--- config.mk ---
export PLATFORM = sky130hd
export DESIGN_NAME = fetch_unit_flat
export DESIGN_NICKNAME = d
export VERILOG_FILES = /design/src/rtl/fetch_unit_if.sv /design/src/rtl/fetch_unit.sv /design/src/flat_wrapper.sv
export SDC_FILE = /design/constraint.sdc
export NUM_CORES = 1
export LEC_CHECK = 0
export ABC_AREA = 1
export CORE_AREA = 2 2 107 109
export DETAILED_ROUTE_END_ITERATION = 7
export DIE_AREA = 0 0 109 111
export HOLD_SLACK_MARGIN = 0.05
export PLACE_DENSITY_LB_ADDON = 0.1
export SLEW_MARGIN = 10
export SYNTH_ARGS = -nofsm -noshare
export SYNTH_HDL_FRONTEND = slang
export SYNTH_SLANG_ARGS = --single-unit
--- constraint.sdc ---
create_clock -name CLK -period 4 [get_ports CLK]
set_input_delay 0.6 -clock CLK [delete_from_list [all_inputs] [get_ports CLK]]
set_output_delay 0.6 -clock CLK [all_outputs]
set_load 0.01 [all_outputs]
--- src/rtl/fetch_unit_if.sv ---
// Fetch unit bus bundle: instruction memory port, IF/ID write port
// and the hazard/branch/halt controls seen by the fetch stage.
interface fetch_unit_if;
  logic        iREN;
  logic [31:0] iaddr;
  logic        ihit;
  logic [31:0] iload;
  logic        stall;
  logic        redirect;
  logic [31:0] redirect_addr;
  logic        halt;
  logic        ifid_WEN;
  logic [31:0] instruction_out;
  logic [31:0] next_address_out;
  logic        halted;

  modport master (
    output iREN, iaddr, ifid_WEN,
    output instruction_out, next_address_out, halted,
    input  ihit, iload, stall,
    input  redirect, redirect_addr, halt
  );

  modport slave (
    input  iREN, iaddr, ifid_WEN,
    input  instruction_out, next_address_out, halted,
    output ihit, iload, stall,
    output redirect, redirect_addr, halt
  );
endinterface

--- src/rtl/fetch_unit.sv ---
// Instruction fetch stage: PC register, one-entry hold buffer for
// words fetched under stall, redirect and halt handling.
module fetch_unit #(
  parameter logic [31:0] PC_INIT = 32'h0000_0000
) (
  input  logic       CLK,
  input  logic       RST,
  fetch_unit_if.master fu
);

  typedef enum logic [1:0] {
    FETCH = 2'd0,
    HOLD  = 2'd1,
    HALT  = 2'd2
  } state_t;

  state_t      state, state_nx;
  logic [31:0] pc, pc_nx;
  logic [31:0] buf_instr, buf_instr_nx;
  logic [31:0] buf_next, buf_next_nx;
  logic [31:0] pc_plus4;
  logic [31:0] redir_pc;

  assign pc_plus4 = pc + 32'd4;
  assign redir_pc = {fu.redirect_addr[31:2], 2'b00};
  assign fu.iaddr = pc;

  // State, PC and hold-buffer registers; reset discards everything.
  always_ff @(posedge CLK) begin
    if (RST) begin
      state     <= FETCH;
      pc        <= PC_INIT;
      buf_instr <= 32'h0;
      buf_next  <= 32'h0;
    end else begin
      state     <= state_nx;
      pc        <= pc_nx;
      buf_instr <= buf_instr_nx;
      buf_next  <= buf_next_nx;
    end
  end

  // Next-state and outputs; redirect beats halt beats normal flow.
  always_comb begin
    state_nx            = state;
    pc_nx               = pc;
    buf_instr_nx        = buf_instr;
    buf_next_nx         = buf_next;
    fu.iREN             = 1'b0;
    fu.ifid_WEN         = 1'b0;
    fu.instruction_out  = 32'h0;
    fu.next_address_out = 32'h0;
    fu.halted           = 1'b0;
    if (!RST) begin
      case (state)
        FETCH: begin
          fu.iREN = 1'b1;
          if (fu.redirect) begin
            fu.ifid_WEN = 1'b1;
            pc_nx       = redir_pc;
          end else begin
            if (fu.ihit) begin
              if (!fu.stall) begin
                fu.ifid_WEN         = 1'b1;
                fu.instruction_out  = fu.iload;
                fu.next_address_out = pc_plus4;
                if (!fu.halt)
                  pc_nx = pc_plus4;
              end else if (!fu.halt) begin
                buf_instr_nx = fu.iload;
                buf_next_nx  = pc_plus4;
                pc_nx        = pc_plus4;
                state_nx     = HOLD;
              end
            end else begin
              fu.ifid_WEN = !fu.stall;
            end
            if (fu.halt)
              state_nx = HALT;
          end
        end
        HOLD: begin
          if (fu.redirect) begin
            fu.ifid_WEN = 1'b1;
            pc_nx       = redir_pc;
            state_nx    = FETCH;
          end else if (fu.halt) begin
            fu.ifid_WEN = !fu.stall;
            state_nx    = HALT;
          end else if (!fu.stall) begin
            fu.ifid_WEN         = 1'b1;
            fu.instruction_out  = buf_instr;
            fu.next_address_out = buf_next;
            state_nx            = FETCH;
          end
        end
        HALT: begin
          fu.halted   = 1'b1;
          fu.ifid_WEN = !fu.stall;
        end
        default: state_nx = FETCH;
      endcase
    end
  end

endmodule

--- src/flat_wrapper.sv ---
// flat-port wrapper written by rule: the top's interface ports become plain ports
module fetch_unit_flat 
#(
  parameter logic [31:0] PC_INIT = 32'h0000_0000
)
  (CLK, RST, fu_iREN, fu_iaddr, fu_ifid_WEN, fu_instruction_out, fu_next_address_out, fu_halted, fu_ihit, fu_iload, fu_stall, fu_redirect, fu_redirect_addr, fu_halt);
  fetch_unit_if fu_i ();
  input  logic CLK;
  input  logic RST;
  output wire logic [$bits(fu_i.iREN)-1:0] fu_iREN;
  output wire logic [$bits(fu_i.iaddr)-1:0] fu_iaddr;
  output wire logic [$bits(fu_i.ifid_WEN)-1:0] fu_ifid_WEN;
  output wire logic [$bits(fu_i.instruction_out)-1:0] fu_instruction_out;
  output wire logic [$bits(fu_i.next_address_out)-1:0] fu_next_address_out;
  output wire logic [$bits(fu_i.halted)-1:0] fu_halted;
  input wire logic [$bits(fu_i.ihit)-1:0] fu_ihit;
  input wire logic [$bits(fu_i.iload)-1:0] fu_iload;
  input wire logic [$bits(fu_i.stall)-1:0] fu_stall;
  input wire logic [$bits(fu_i.redirect)-1:0] fu_redirect;
  input wire logic [$bits(fu_i.redirect_addr)-1:0] fu_redirect_addr;
  input wire logic [$bits(fu_i.halt)-1:0] fu_halt;
  assign fu_iREN = fu_i.iREN;
  assign fu_iaddr = fu_i.iaddr;
  assign fu_ifid_WEN = fu_i.ifid_WEN;
  assign fu_instruction_out = fu_i.instruction_out;
  assign fu_next_address_out = fu_i.next_address_out;
  assign fu_halted = fu_i.halted;
  assign fu_i.ihit = fu_ihit;
  assign fu_i.iload = fu_iload;
  assign fu_i.stall = fu_stall;
  assign fu_i.redirect = fu_redirect;
  assign fu_i.redirect_addr = fu_redirect_addr;
  assign fu_i.halt = fu_halt;
  fetch_unit #(.PC_INIT(PC_INIT)) u_core (.CLK(CLK), .RST(RST), .fu(fu_i));
endmodule
# ---- After elaboration in Yosys (flattened, before gate mapping)
# Cells that the tools add are included.
# Widths: inputs -> output; s select.
dict set report classes {
  add_sub_neg 1
  eq_ne 9
  n_mux 40
  bitwise_logic 3
  n_reduce_logical 6
}
# op n
set ops {}
lappend ops {{$mux 32} 18}
lappend ops {{$pmux 32 s2} 3}
lappend ops {{$add 32x3->32 const B} 1}
lappend ops {{$mux 2} 7}
lappend ops {{$ne 3x3->1 const B} 4}
lappend ops {{$mux 1} 10}
lappend ops {{$reduce_and 5->1} 2}
lappend ops {{$pmux 2 s3} 1}
lappend ops {{$ne 2x2->1 const B} 2}
lappend ops {{$ne 4x4->1 const B} 1}
lappend ops {{$reduce_and 4->1} 1}
lappend ops {{$not 1->1} 3}
lappend ops {{$pmux 1 s3} 1}
lappend ops {{$eq 2x1->1 const B} 1}
lappend ops {{$eq 2x2->1 const B} 1}
lappend ops {{$logic_not 2->1} 1}
lappend ops {{$reduce_bool 2->1} 1}
lappend ops {{$logic_not 1->1} 1}
dict set report word_totals {
  register_bits 98
  input_bits 70
  out_inout_bits 99
  elab_cells 63
}

# ---- Depth between registers and ports, before layout
dict set report depth {
  word_depth 6
  mapped_depth 11
  ltp_nobuf 11
}

# ---- Worst setup path before layout
# OpenSTA, ideal clock, no wires.
dict set report synth_path {
  kind {reg2out}
  startpoint {register u_core.pc[2], in the netlist u_core.fu.iaddr[2]}
  endpoint {output port fu_next_address_out[18]}
  arrival_ns 1.643
  t_required_ns 3.400
  slack_ns 1.757
  stages_incl_launch_ff 9
  n_path_buf 0
  cell_sequence {dfxtp_1 ha_1 nand2_1 nor2_4 nand2_1 nor2_4 xor2_1 nand2_1 a21oi_1}
}
dict set report synth_via {
  elab_chain_cells 6
}
# item line
set synth_rtl {}
lappend synth_rtl {{from (decl)} fetch_unit.sv:18} ;# logic [31:0] pc, pc_nx;
lappend synth_rtl {{from (signal assigned)} fetch_unit.sv:37} ;# pc <= pc_nx;
lappend synth_rtl {{$add 32x3->32} fetch_unit.sv:24} ;# assign pc_plus4 = pc + 32'd4;
lappend synth_rtl {{$mux 32} fetch_unit.sv:63} ;# if (!fu.stall) begin
lappend synth_rtl {{$mux 32} fetch_unit.sv:62} ;# if (fu.ihit) begin
lappend synth_rtl {{$mux 32} fetch_unit.sv:58} ;# if (fu.redirect) begin
lappend synth_rtl {{$pmux 32 s2} fetch_unit.sv:55} ;# case (state)
lappend synth_rtl {{$mux 32} fetch_unit.sv:54} ;# if (!RST) begin
lappend synth_rtl {{to (decl)} flat_wrapper.sv:14} ;# output wire logic [$bits(fu_i.next_address_out)-1:0] fu_next_address_out;
# No other way between the ends.

# ---- Worst setup path after layout
dict set report layout_path {
  startpoint {register u_core.pc[2], in the netlist u_core.fu.iaddr[2]}
  endpoint {output port fu_next_address_out[16]}
}
# The elaborated chain is that of the path after synthesis.

==> key figures <==
Status
  – Status: completed

Yosys
  – Top cells by count, synth: 283 x nand2_1, 115 x nor2_1, 94 x dfxtp_1
  – Count leader, synth: nand2_1
  – Cell taking the most area after synthesis: dfxtp_1
  – Synth Register Bits: 94
  – Cell count after synthesis: 906
  – Mapped Avg Cell Area: about 6.1 µm²
  – Sequential element share of the synthesized area: about 34%
  – Top FF cell, synth: dfxtp_1
  – Top post-synthesis cells by area: dfxtp_1 34%, nand2_1 19%, a21oi_1 8.4%
  – Number of synthesized flops with an enable pin: 0
  – Total number of yosys warnings: 0
  – Mapped cell area: 0.00550 mm²
  – Post-synth cell types: 34
  – Synth top area share: about a third
  – Ys async rst share: 0%

Cells and area
  – Layout Utilization: 67.2%
  – Layout Cells excl Fill: about 1200
  – Nets: ~1100
  – N_diodes: 0
  – Layout cells sized above 1: 3.75%
  – Area grow syn2layout: 35.4%

Die
  – Initial Utilization: 49.7%
  – I/O Pins: 169
  – Die area: about 0.012 mm²
  – Core region area: between 0.01 and 0.015 mm²
  – Die width: 109 µm
  – Die Y: around 110 µm
  – Site Rows: 39

Routing
  – Routed Antenna Nets: 0
  – WL/cell: between 10 and 15 µm
  – DR vias/cell: a little over 5
  – Vias after detailed routing: slightly above 6000
  – DRT met1 WL: 7350 µm
  – First-pass DRT Iterations: 5
  – DRC Markers: 0
  – DR iter-0 viols: a little under 500
  – Max layer used: met4
  – WL final: about 16000 µm
  – Met2 Routed Length: 7530 µm
  – Routed wl met3: 971 µm

Worst setup path
  – CP Class: reg -> out
  – CP endpoint kind: output port
  – Worst setup SP type: register
  – Highest fanout seen on the critical path: 5
  – Worst EP arrival: 2790 ps
  – CP Data Required Time: approximately 3400 ps

CTS
  – Clock Latency Late Sink: 340 ps
  – CTS H-Tree Depth: 3
  – Max clock buf depth: 2
  – TritonCTS clock tree: yes
  – Post-CTS Hold Fix Bufs: 0
  – Postcts setup bufs: 0
  – Clk slew on worst S/H paths: around 60 ps
  – Sink Count: 94
  – CTS Root Cell: clkbuf_16
  – CTS Buf Count: 9
  – Post-CTS Resized: 0

Timing
  – Max-slew violation count: 0
  – Final period util: 84.7%
  – Clock Skews: around 6.4 ps
  – Slew @ Worst Pin: between 900 and 1000 ps
  – Setup ws final: ~600 ps
  – Final Hold Fails: 0
  – Final setup viols: 0
  – Min cycle time layout: about 3400 ps
  – TNS Setup: 0 ps
  – Max Clock Freq: 295 MHz
  – Slew margin rel.: between 30 and 40%
  – RSZ-0062 raised after global routing: false

Place
  – IO Port Bufs: around 160
  – Pre-CTS WS: 748 ps
  – Hpwl dp: ~11000 µm
  – Placer congestion estimate: slightly above 0.9
  – Dpl cells: between 1000 and 1500

Power and ir drop
  – Design Power: roughly 2400 µW
  – Leakage: 0.00304 µW
  – PwrDens: between 300 and 400 mW/mm²
  – Worst VDD drop: ~0.19 mV

Global routing
  – Vias in the first global route: 5539
  – All-Layer GR Usage: 27.5%
  – GRT overflow: 0
  – Initial antenna violation count: 0
  – Largest net degree at the start of global routing: between 90 and 100
  – Global-route wire length before repair: 27100 µm

Worst hold path
  – HP Class: reg -> reg

Job
  – Max-cap viol count: 0
-- critical path, stage by stage, from the launching register on --
cell,delay (ps)
dfxtp_1,410
ha_1,210
nand2_1,90
nor2_4,150
nand2_1,110
nor2_1,340
xor2_1,300
nand2_1,80
a21oi_1,190
clkdlybuf4s50_1,570
-- layout by cell type (no fill, tap or decap), types with 3 or more instances in the layout --
cell type / n
nand2_1: 283
clkdlybuf4s50_1: 162
nor2_1: 114
dfxtp_1: 94
a21oi_1: 92
o21ai_0: 77
inv_1: 76
nand3_1: 28
o21a_1: 22
o21ai_1: 14
clkbuf_16: 9
xor2_1: 8
buf_4: 8
xnor2_1: 6
a31oi_1: 6
inv_2: 4
nor2_2: 4
conb_1: 4
nand3b_1: 3
-- cell families (layout without fill, tap and decap cells) --
family          Yosys count  count (layout)  share of synthesized area (%)
compound gates          217             217                           21.2
xor+xnor                 14              14                           2.23
fa+ha+maj                 1               1                          0.227
buf+inv                 138             269                           10.2
flops                    94              94                           34.2
other cells               1               4                         0.0682
simple gates            441             441                           31.9
-- path summary, 6_finish.rpt --
path,slack (ps),startpoint,cells past startpoint,endpoint
max reg2reg,1900,u_core.state[0],8,u_core.fu.iaddr[31]
min reg2reg,470,u_core.buf_next[3],2,u_core.buf_next[3]
max,610,u_core.fu.iaddr[2],9,fu_next_address_out[16]
min,470,u_core.buf_next[3],2,u_core.buf_next[3]
-- cell type report --
class | count | area [µm²]
Clock buffer | 11 | 243
Inverter | 82 | 308
Multi-Input combinational cell | 677 | 3080
Fill cell | 1078 | 3630
Clock inverter | 5 | 58.8
Tap cell | 143 | 179
Sequential cell | 94 | 1880
Timing Repair Buffer | 171 | 1700
-- metrics by stage --
stage | area [µm²] | hold slack, ps
floorplan | 5510 | 430
global placement | 7150 | 449
detailed placement | 7150 | 451
CTS | 7450 | 461
global route | 7450 | 530
finish | 7450 | 469
-- layer usage --
metal / GRT usage, % / vias up
li1: - / 3124
met2: 43.4 / 179
met1: 37.8 / 2761
met5: 0 / -
met4: 9.32 / 0
met3: 4.59 / 26
-- sequential cells by signal, indices dropped and copies added (netlist names) --
register and count:
u_core.buf_instr 32, u_core.buf_next 30, u_core.fu.iaddr 30, u_core.state 2
-- where the power goes --
group / switching [µW] / total (µW) / internal (µW)
clock network: 375 / 877 / 502
logic: 245 / 456 / 211
registers: 59.2 / 1050 / 990
(Power assumes the default switching activity.)
